### config.mk
export PLATFORM = sky130hd
export DESIGN_NAME = yurut
export DESIGN_NICKNAME = d
export VERILOG_FILES = /design/src/rtl/yurut_pkg.sv /design/src/rtl/yurut_bolme_birimi.sv /design/src/rtl/yurut.sv
export SDC_FILE = /design/constraint.sdc
export NUM_CORES = 1
export LEC_CHECK = 0
export BUFFER_PORTS_ARGS = -buffer_cell sky130_fd_sc_hd__buf_2
export CORE_UTILIZATION = 40
export CTS_CLUSTER_DIAMETER = 40
export DETAILED_ROUTE_END_ITERATION = 10
export GPL_TIMING_DRIVEN = 1
export PLACE_DENSITY_LB_ADDON = 0.1
export SYNTH_ARGS = -nofsm -noshare
export SYNTH_HDL_FRONTEND = slang
export SYNTH_SLANG_ARGS = --single-unit
### constraint.sdc
create_clock -name clk_i -period 6.9 [get_ports clk_i]
set_clock_uncertainty 0.1 [all_clocks]
set_input_delay 0 -clock clk_i [delete_from_list [all_inputs] [get_ports clk_i]]
set_output_delay 0 -clock clk_i [all_outputs]
set_load 0.05 [all_outputs]
### src/rtl/yurut_pkg.sv
// Shared definitions for the execute stage: widths, op codes, uop layout and
// small decode helpers used by both the ALU path and the divider.
package yurut_pkg;

    // Datapath and register-file geometry
    localparam int VERI_BIT    = 32;
    localparam int BOLME_CYC   = VERI_BIT;
    localparam int YAZMAC_BIT  = 5;
    localparam int UOP_TAG_BIT = 4;
    localparam int KAYMA_BIT   = $clog2(VERI_BIT);

    // Named logic levels
    localparam logic HIGH = 1'b1;
    localparam logic LOW  = 1'b0;

    // Execute-stage operation codes
    typedef enum logic [3:0] {
        YURUT_ADD  = 4'd0,
        YURUT_SUB  = 4'd1,
        YURUT_AND  = 4'd2,
        YURUT_OR   = 4'd3,
        YURUT_XOR  = 4'd4,
        YURUT_SLL  = 4'd5,
        YURUT_SRL  = 4'd6,
        YURUT_SRA  = 4'd7,
        YURUT_SLT  = 4'd8,
        YURUT_SLTU = 4'd9,
        YURUT_DIV  = 4'd10,
        YURUT_DIVU = 4'd11,
        YURUT_REM  = 4'd12,
        YURUT_REMU = 4'd13
    } yurut_op_e;

    // Uop as delivered by register read; operands are already resolved
    typedef struct packed {
        logic                   valid;
        logic [VERI_BIT-1:0]    rs1;
        logic [VERI_BIT-1:0]    rs2;
        logic [YAZMAC_BIT-1:0]  rd_addr;
        logic                   rd_alloc;
        logic [UOP_TAG_BIT-1:0] tag;
        yurut_op_e              yurut_op;
    } uop_t;

    localparam int UOP_BIT = $bits(uop_t);

    // True for ops that go through the iterative divider
    function automatic logic bolme_op_mu(input yurut_op_e op);
        return (op == YURUT_DIV) || (op == YURUT_DIVU) ||
               (op == YURUT_REM) || (op == YURUT_REMU);
    endfunction

    // Signed divider flavours
    function automatic logic isaretli_mu(input yurut_op_e op);
        return (op == YURUT_DIV) || (op == YURUT_REM);
    endfunction

    // Divider ops that return the remainder rather than the quotient
    function automatic logic kalan_mu(input yurut_op_e op);
        return (op == YURUT_REM) || (op == YURUT_REMU);
    endfunction

endpackage

### src/rtl/yurut_bolme_birimi.sv
// Iterative restoring divider with its own control FSM. Works on operand
// magnitudes, produces one quotient bit per cycle, and applies sign and
// divide-by-zero fixups in the result state. Latency is fixed regardless of
// operand values.
module yurut_bolme_birimi
    import yurut_pkg::*;
(
    input  logic                clk_i,
    input  logic                rst_i,
    input  logic                basla,
    input  logic                isaretli,
    input  logic                kalan_sec,
    input  logic [VERI_BIT-1:0] bolunen,
    input  logic [VERI_BIT-1:0] bolen,
    input  logic                bosalt,
    output logic                mesgul,
    output logic [VERI_BIT-1:0] sonuc,
    output logic                sonuc_gecerli
);

    localparam int SAYAC_BIT = $clog2(BOLME_CYC);
    localparam logic [SAYAC_BIT-1:0] SON_SAYAC = SAYAC_BIT'(BOLME_CYC - 1);

    typedef enum logic [1:0] {
        BOSTA = 2'd0,
        BOL   = 2'd1,
        SONUC = 2'd2
    } durum_e;

    durum_e                durum_reg;
    logic [SAYAC_BIT-1:0]  sayac_reg;
    logic [VERI_BIT-1:0]   kalan_reg;
    logic [VERI_BIT-1:0]   bolum_reg;
    logic [VERI_BIT-1:0]   bolen_reg;
    logic                  bolunen_neg_reg;
    logic                  bolum_neg_reg;
    logic                  kalan_sec_reg;
    logic                  sifir_reg;

    logic                  bolunen_neg;
    logic                  bolen_neg;
    logic [VERI_BIT:0]     kaydir;
    logic [VERI_BIT:0]     fark;
    logic [VERI_BIT-1:0]   bolum_son;
    logic [VERI_BIT-1:0]   kalan_son;

    function automatic logic [VERI_BIT-1:0] mutlak(input logic [VERI_BIT-1:0] x,
                                                    input logic neg);
        return neg ? ('0 - x) : x;
    endfunction

    assign bolunen_neg = isaretli && bolunen[VERI_BIT-1];
    assign bolen_neg   = isaretli && bolen[VERI_BIT-1];

    // One restoring step: shift in next dividend bit, trial-subtract divisor.
    // The partial remainder always stays below the divisor, so 33 bits
    // suffice and bit 32 of the difference is the borrow.
    assign kaydir = {kalan_reg, bolum_reg[VERI_BIT-1]};
    assign fark   = kaydir - {1'b0, bolen_reg};

    // Sign fixup; divide-by-zero forces an all-ones quotient. The remainder
    // for a zero divisor naturally ends up equal to the dividend.
    assign bolum_son = sifir_reg ? '1 : mutlak(bolum_reg, bolum_neg_reg);
    assign kalan_son = mutlak(kalan_reg, bolunen_neg_reg);

    assign sonuc         = kalan_sec_reg ? kalan_son : bolum_son;
    assign mesgul        = (durum_reg != BOSTA);
    assign sonuc_gecerli = (durum_reg == SONUC);

    // Divider control and datapath: accept, iterate, then present the result
    always_ff @(posedge clk_i) begin
        if (rst_i) begin
            durum_reg       <= BOSTA;
            sayac_reg       <= '0;
            kalan_reg       <= '0;
            bolum_reg       <= '0;
            bolen_reg       <= '0;
            bolunen_neg_reg <= 1'b0;
            bolum_neg_reg   <= 1'b0;
            kalan_sec_reg   <= 1'b0;
            sifir_reg       <= 1'b0;
        end else if (bosalt) begin
            durum_reg <= BOSTA;
            sayac_reg <= '0;
        end else begin
            case (durum_reg)
                BOSTA: begin
                    if (basla) begin
                        kalan_reg       <= '0;
                        bolum_reg       <= mutlak(bolunen, bolunen_neg);
                        bolen_reg       <= mutlak(bolen, bolen_neg);
                        bolunen_neg_reg <= bolunen_neg;
                        bolum_neg_reg   <= bolunen_neg ^ bolen_neg;
                        kalan_sec_reg   <= kalan_sec;
                        sifir_reg       <= (bolen == '0);
                        sayac_reg       <= '0;
                        durum_reg       <= BOL;
                    end
                end
                BOL: begin
                    kalan_reg <= fark[VERI_BIT] ? kaydir[VERI_BIT-1:0] : fark[VERI_BIT-1:0];
                    bolum_reg <= {bolum_reg[VERI_BIT-2:0], ~fark[VERI_BIT]};
                    sayac_reg <= sayac_reg + SAYAC_BIT'(1);
                    if (sayac_reg == SON_SAYAC) begin
                        durum_reg <= SONUC;
                    end
                end
                SONUC: begin
                    durum_reg <= BOSTA;
                end
                default: begin
                    durum_reg <= BOSTA;
                end
            endcase
        end
    end

endmodule

### src/rtl/yurut.sv
// Execute stage. Decodes the incoming uop, evaluates single-cycle ALU ops,
// dispatches divide/remainder ops to the iterative divider, and owns the
// registered writeback bus back to the register file.
module yurut
    import yurut_pkg::*;
(
    input  logic                   clk_i,
    input  logic                   rst_i,
    input  logic                   cek_bosalt_i,
    input  logic [UOP_BIT-1:0]     yurut_uop_i,
    output logic                   duraklat_o,
    output logic [VERI_BIT-1:0]    geriyaz_veri_o,
    output logic [YAZMAC_BIT-1:0]  geriyaz_adres_o,
    output logic [UOP_TAG_BIT-1:0] geriyaz_etiket_o,
    output logic                   geriyaz_gecerli_o
);

    uop_t                   uop;
    logic                   bolme_op;
    logic                   yaz_izin;
    logic                   kabul;
    logic                   alu_kabul;
    logic                   basla;
    logic [KAYMA_BIT-1:0]   kayma;
    logic [VERI_BIT-1:0]    alu_sonuc;
    logic [VERI_BIT-1:0]    ve_sonuc;
    logic [VERI_BIT-1:0]    veya_sonuc;
    logic [VERI_BIT-1:0]    xor_sonuc;

    logic                   div_mesgul;
    logic                   div_sonuc_gecerli;
    logic [VERI_BIT-1:0]    div_sonuc;

    logic [YAZMAC_BIT-1:0]  div_adres_reg;
    logic [UOP_TAG_BIT-1:0] div_etiket_reg;
    logic                   div_yaz_reg;

    assign uop      = uop_t'(yurut_uop_i);
    assign bolme_op = bolme_op_mu(uop.yurut_op);
    assign yaz_izin = uop.rd_alloc && (uop.rd_addr != '0);
    assign kayma    = uop.rs2[KAYMA_BIT-1:0];

    // A uop is taken only while the divider is idle; in BOL/SONUC the
    // upstream stage is still showing the divide that is in flight.
    assign kabul     = uop.valid && !cek_bosalt_i && !div_mesgul && !rst_i;
    assign alu_kabul = kabul && !bolme_op;
    assign basla     = kabul && bolme_op;

    // Stall while a divide is being accepted or iterating; released in the
    // result cycle so upstream can advance as the result is written back.
    assign duraklat_o = basla || (div_mesgul && !div_sonuc_gecerli);

    // Bitwise logic ops built per bit
    generate
        for (genvar gi = 0; gi < VERI_BIT; gi++) begin : g_mantik
            assign ve_sonuc[gi]   = uop.rs1[gi] & uop.rs2[gi];
            assign veya_sonuc[gi] = uop.rs1[gi] | uop.rs2[gi];
            assign xor_sonuc[gi]  = uop.rs1[gi] ^ uop.rs2[gi];
        end
    endgenerate

    // Single-cycle ALU result selection
    always_comb begin
        alu_sonuc = '0;
        case (uop.yurut_op)
            YURUT_ADD:  alu_sonuc = uop.rs1 + uop.rs2;
            YURUT_SUB:  alu_sonuc = uop.rs1 - uop.rs2;
            YURUT_AND:  alu_sonuc = ve_sonuc;
            YURUT_OR:   alu_sonuc = veya_sonuc;
            YURUT_XOR:  alu_sonuc = xor_sonuc;
            YURUT_SLL:  alu_sonuc = uop.rs1 << kayma;
            YURUT_SRL:  alu_sonuc = uop.rs1 >> kayma;
            YURUT_SRA:  alu_sonuc = VERI_BIT'($signed(uop.rs1) >>> kayma);
            YURUT_SLT:  alu_sonuc = {{(VERI_BIT-1){1'b0}}, ($signed(uop.rs1) < $signed(uop.rs2))};
            YURUT_SLTU: alu_sonuc = {{(VERI_BIT-1){1'b0}}, (uop.rs1 < uop.rs2)};
            default:    alu_sonuc = '0;
        endcase
    end

    yurut_bolme_birimi u_bolme (
        .clk_i         (clk_i),
        .rst_i         (rst_i),
        .basla         (basla),
        .isaretli      (isaretli_mu(uop.yurut_op)),
        .kalan_sec     (kalan_mu(uop.yurut_op)),
        .bolunen       (uop.rs1),
        .bolen         (uop.rs2),
        .bosalt        (cek_bosalt_i),
        .mesgul        (div_mesgul),
        .sonuc         (div_sonuc),
        .sonuc_gecerli (div_sonuc_gecerli)
    );

    // Destination and tag of the divide in flight, captured at acceptance
    always_ff @(posedge clk_i) begin
        if (rst_i) begin
            div_adres_reg  <= '0;
            div_etiket_reg <= '0;
            div_yaz_reg    <= LOW;
        end else if (basla) begin
            div_adres_reg  <= uop.rd_addr;
            div_etiket_reg <= uop.tag;
            div_yaz_reg    <= yaz_izin;
        end
    end

    // Writeback register: flush beats a finishing divide, divide beats ALU
    // (the two cannot actually coincide since ALU ops are blocked while busy)
    always_ff @(posedge clk_i) begin
        if (rst_i) begin
            geriyaz_veri_o    <= '0;
            geriyaz_adres_o   <= '0;
            geriyaz_etiket_o  <= '0;
            geriyaz_gecerli_o <= LOW;
        end else if (cek_bosalt_i) begin
            geriyaz_gecerli_o <= LOW;
        end else if (div_sonuc_gecerli) begin
            geriyaz_veri_o    <= div_sonuc;
            geriyaz_adres_o   <= div_adres_reg;
            geriyaz_etiket_o  <= div_etiket_reg;
            geriyaz_gecerli_o <= div_yaz_reg;
        end else if (alu_kabul) begin
            geriyaz_veri_o    <= alu_sonuc;
            geriyaz_adres_o   <= uop.rd_addr;
            geriyaz_etiket_o  <= uop.tag;
            geriyaz_gecerli_o <= yaz_izin;
        end else begin
            geriyaz_gecerli_o <= LOW;
        end
    end

endmodule

==> summary.md <==
| Metric | Value |
|---|---|
| Clock latency at the later pin of the worst-skew pair | 0.45 ns |
| Relative slew slack | 0.198 |
| GRT Total Usage | 0.379 |
| Initial drt markers | 2401 |
| Gp weighted congestion | 1.02 |
| Worst-path fanout max | 33 |
| Chip width | 219 um |
| Syn. warnings | 0 |
| Final ANT Viol Nets | 0 |
| Count of final setup violators | 0 |
| Max-cap violation count | 0 |
| Cell depth of the worst hold path | 4 |
| Resized cells post-CTS | 0 |
| Clock transition at path regs | 0.07 ns |
| WP data arrival | 5.11 ns |
| # H-tree levels | 4 |
| Ant diodes | 0 |
| HP Class | input port to flop |
| CORE AREA | 46500 sq um |
| CTS buffer count | 17 |
| GRT overflow | 0 |
| RSZ-0062 raised after global routing | no |
| Crit Path Class | flop to flop |
| Critical Path Sink Type | flop |
| DRC Markers | 0 |
| Die area | 47800 sq um |
| Initial Utilization | 0.404 |
| Max clock buf depth | 2 |
| CTS tree | yes |
| Synth-to-Final Area Change | 10.0% |
| DIE HEIGHT | 219 um |
| Detailed-route via count | 21300 |
| Antenna violations before repair | 4 |
| Setup TNS | 0 ns |
| Routed vias/inst | 6.40 |
| Hpwl dp | 72.3 mm |
| Fmax | 203 MHz |
| I/O pins | 125 |
| Synth Flop Type | dfxtp_1 |
| Asr flop ratio synth | 0 |
| Slew Viols, Final | 0 |
| WP data required | 7.08 ns |
| Post-synth EDFFs | 0 |
| Wire length of the first global-routing pass | 133 mm |
| Reg2reg path depth | 16 |
| Commonest non-fill, non-tap cell in the layout | nor2_1 |
| Final hold violations | 0 |
| Routed WL | 92.3 mm |
| Period utilisation layout | 0.713 |
| WL per Instance | 27.8 um |
| Vias in the first global route | 19400 |
| Layout cells sized above 1 | 0.0972 |
| Cell area after synthesis | 18800 sq um |
| Largest net degree at the start of global routing | 65 |
| # port buffers | 124 |
| Max VDD drop | 0.234 mV |
| FP Rows | 79 |
| Overall Power | 0.00316 W |
| Status | complete, no violations |
| Netlist cell types | 76 |
| Syn_nets | 2918 |
| Sequential area share after synthesis | 0.170 |
| Syn Inst Count | 2695 |
| Pwr per Cell Area | 153 nW/um^2 |
| Fin nets | 2927 |
| Syn_area_per_cell | 6.97 sq um |
| CTS sink cnt | 159 |
| Worst setup SP type | flop |
| Seq cells post-synth | 159 |
| Min Tclk post-route | 4.92 ns |
| Clock Root Buffer | clkbuf_16 |
| Most frequent cells in the layout | nor2_1, a21oi_1, nand2_1 |
| Worst-Margin Slew | 1.20 ns |
| First-pass DRT Iterations | 6 |
| Leak pwr | 8.32 nW |
-- cells in the mapped netlist (47+ instances only) --
cell type  instances  share of area
a221oi_1          47          0.022
nor3_1            69          0.018
dfxtp_1          159           0.17
nand2_1          229          0.046
a211oi_1          94          0.038
xor2_1            72          0.034
mux2i_1           62          0.033
clkbuf_1         155          0.031
a21oi_1          257          0.069
nor2_1           372          0.074
inv_1            143          0.029
o21ai_0          204          0.054
xnor2_1           97          0.045
ha_1             138          0.092
-- layout make-up --
cell class	instances	area, sq um
Multi-Input combinational cell	2186	14300
Fill cell	4849	25800
Clock inverter	14	183
Sequential cell	159	3180
Inverter	145	544
Tap cell	607	759
Timing Repair Buffer	195	1240
Clock buffer	18	439
-- critical path: stages (launching register included) --
cell and delay, ns:
dfxtp_1 0.34, inv_1 0.06, ha_1 0.14, inv_1 0.06
fa_1 0.49, a211oi_1 0.30, o211a_1 0.26, o22ai_1 0.15
a221o_1 0.44, a21oi_2 0.24, o21ai_1 0.13, a221oi_1 0.55
xor2_4 0.74, buf_4 0.42, nor2_1 0.09, a21oi_1 0.12
o21ai_0 0.09
-- kinds of logic (layout without fill, tap and decap cells) --
group | Yosys count | in the layout | synth area share
AOI/OAI and AO/OA | 912 | 912 | 0.313
xor gates and xnor gates | 169 | 169 | 0.0788
adders and majority gates | 141 | 141 | 0.0952
buffers and inverters | 350 | 372 | 0.0720
DFF | 159 | 159 | 0.170
muxes | 92 | 92 | 0.0654
and+or+nand+nor | 872 | 872 | 0.206
-- report_power, final --
group / internal, W / switching [W] / total (W)
Sequential: 0.000931 / 0.0000131 / 0.000944
Clock: 0.000587 / 0.000436 / 0.00102
Combinational: 0.000383 / 0.000811 / 0.00119
Total: 0.00190 / 0.00126 / 0.00316
-- worst paths after layout --
kind                         start                    end  slack, ns
max          u_bolme.bolum_reg[31]   u_bolme.kalan_reg[8]       1.98
min                yurut_uop_i[40]  u_bolme.bolen_reg[26]       0.04
max reg2reg  u_bolme.bolum_reg[31]   u_bolme.kalan_reg[8]       1.98
min reg2reg      div_etiket_reg[0]      div_etiket_reg[0]       0.36
-- timing repair --
action	in CTS	in global routing
hold buffers	30	0
endpoints found under the hold margin	54	0
buffers inserted	0	0
setup endpoints to repair	0	0
-- routing by layer --
metal	vias up	share of wire	wire length, um	GRT usage
met5	-	0.00040	37	0
met4	6	0.035	3250	0.138
met3	156	0.078	7240	0.0587
met2	1015	0.45	41500	0.600
met1	10300	0.44	40200	0.516
li1	9767	-	-	-
-- through the flow --
stage | hold WS [ns] | setup slack, ns | area [sq um] | util | cells
after floorplan | 0.0360 | 2.74 | 18800 | - | 2695
after global placement | 0.158 | 2.12 | 19700 | 0.425 | 3262
after detailed placement | 0.162 | 2.00 | 19700 | 0.425 | 3262
after CTS | 0.00673 | 1.98 | 20700 | 0.445 | 3324
after global routing | 0.0652 | 1.60 | 20700 | 0.445 | 3324
final | 0.0354 | 1.98 | 20700 | 0.445 | 3324
No activity file was read; power rests on OpenSTA's default activity.
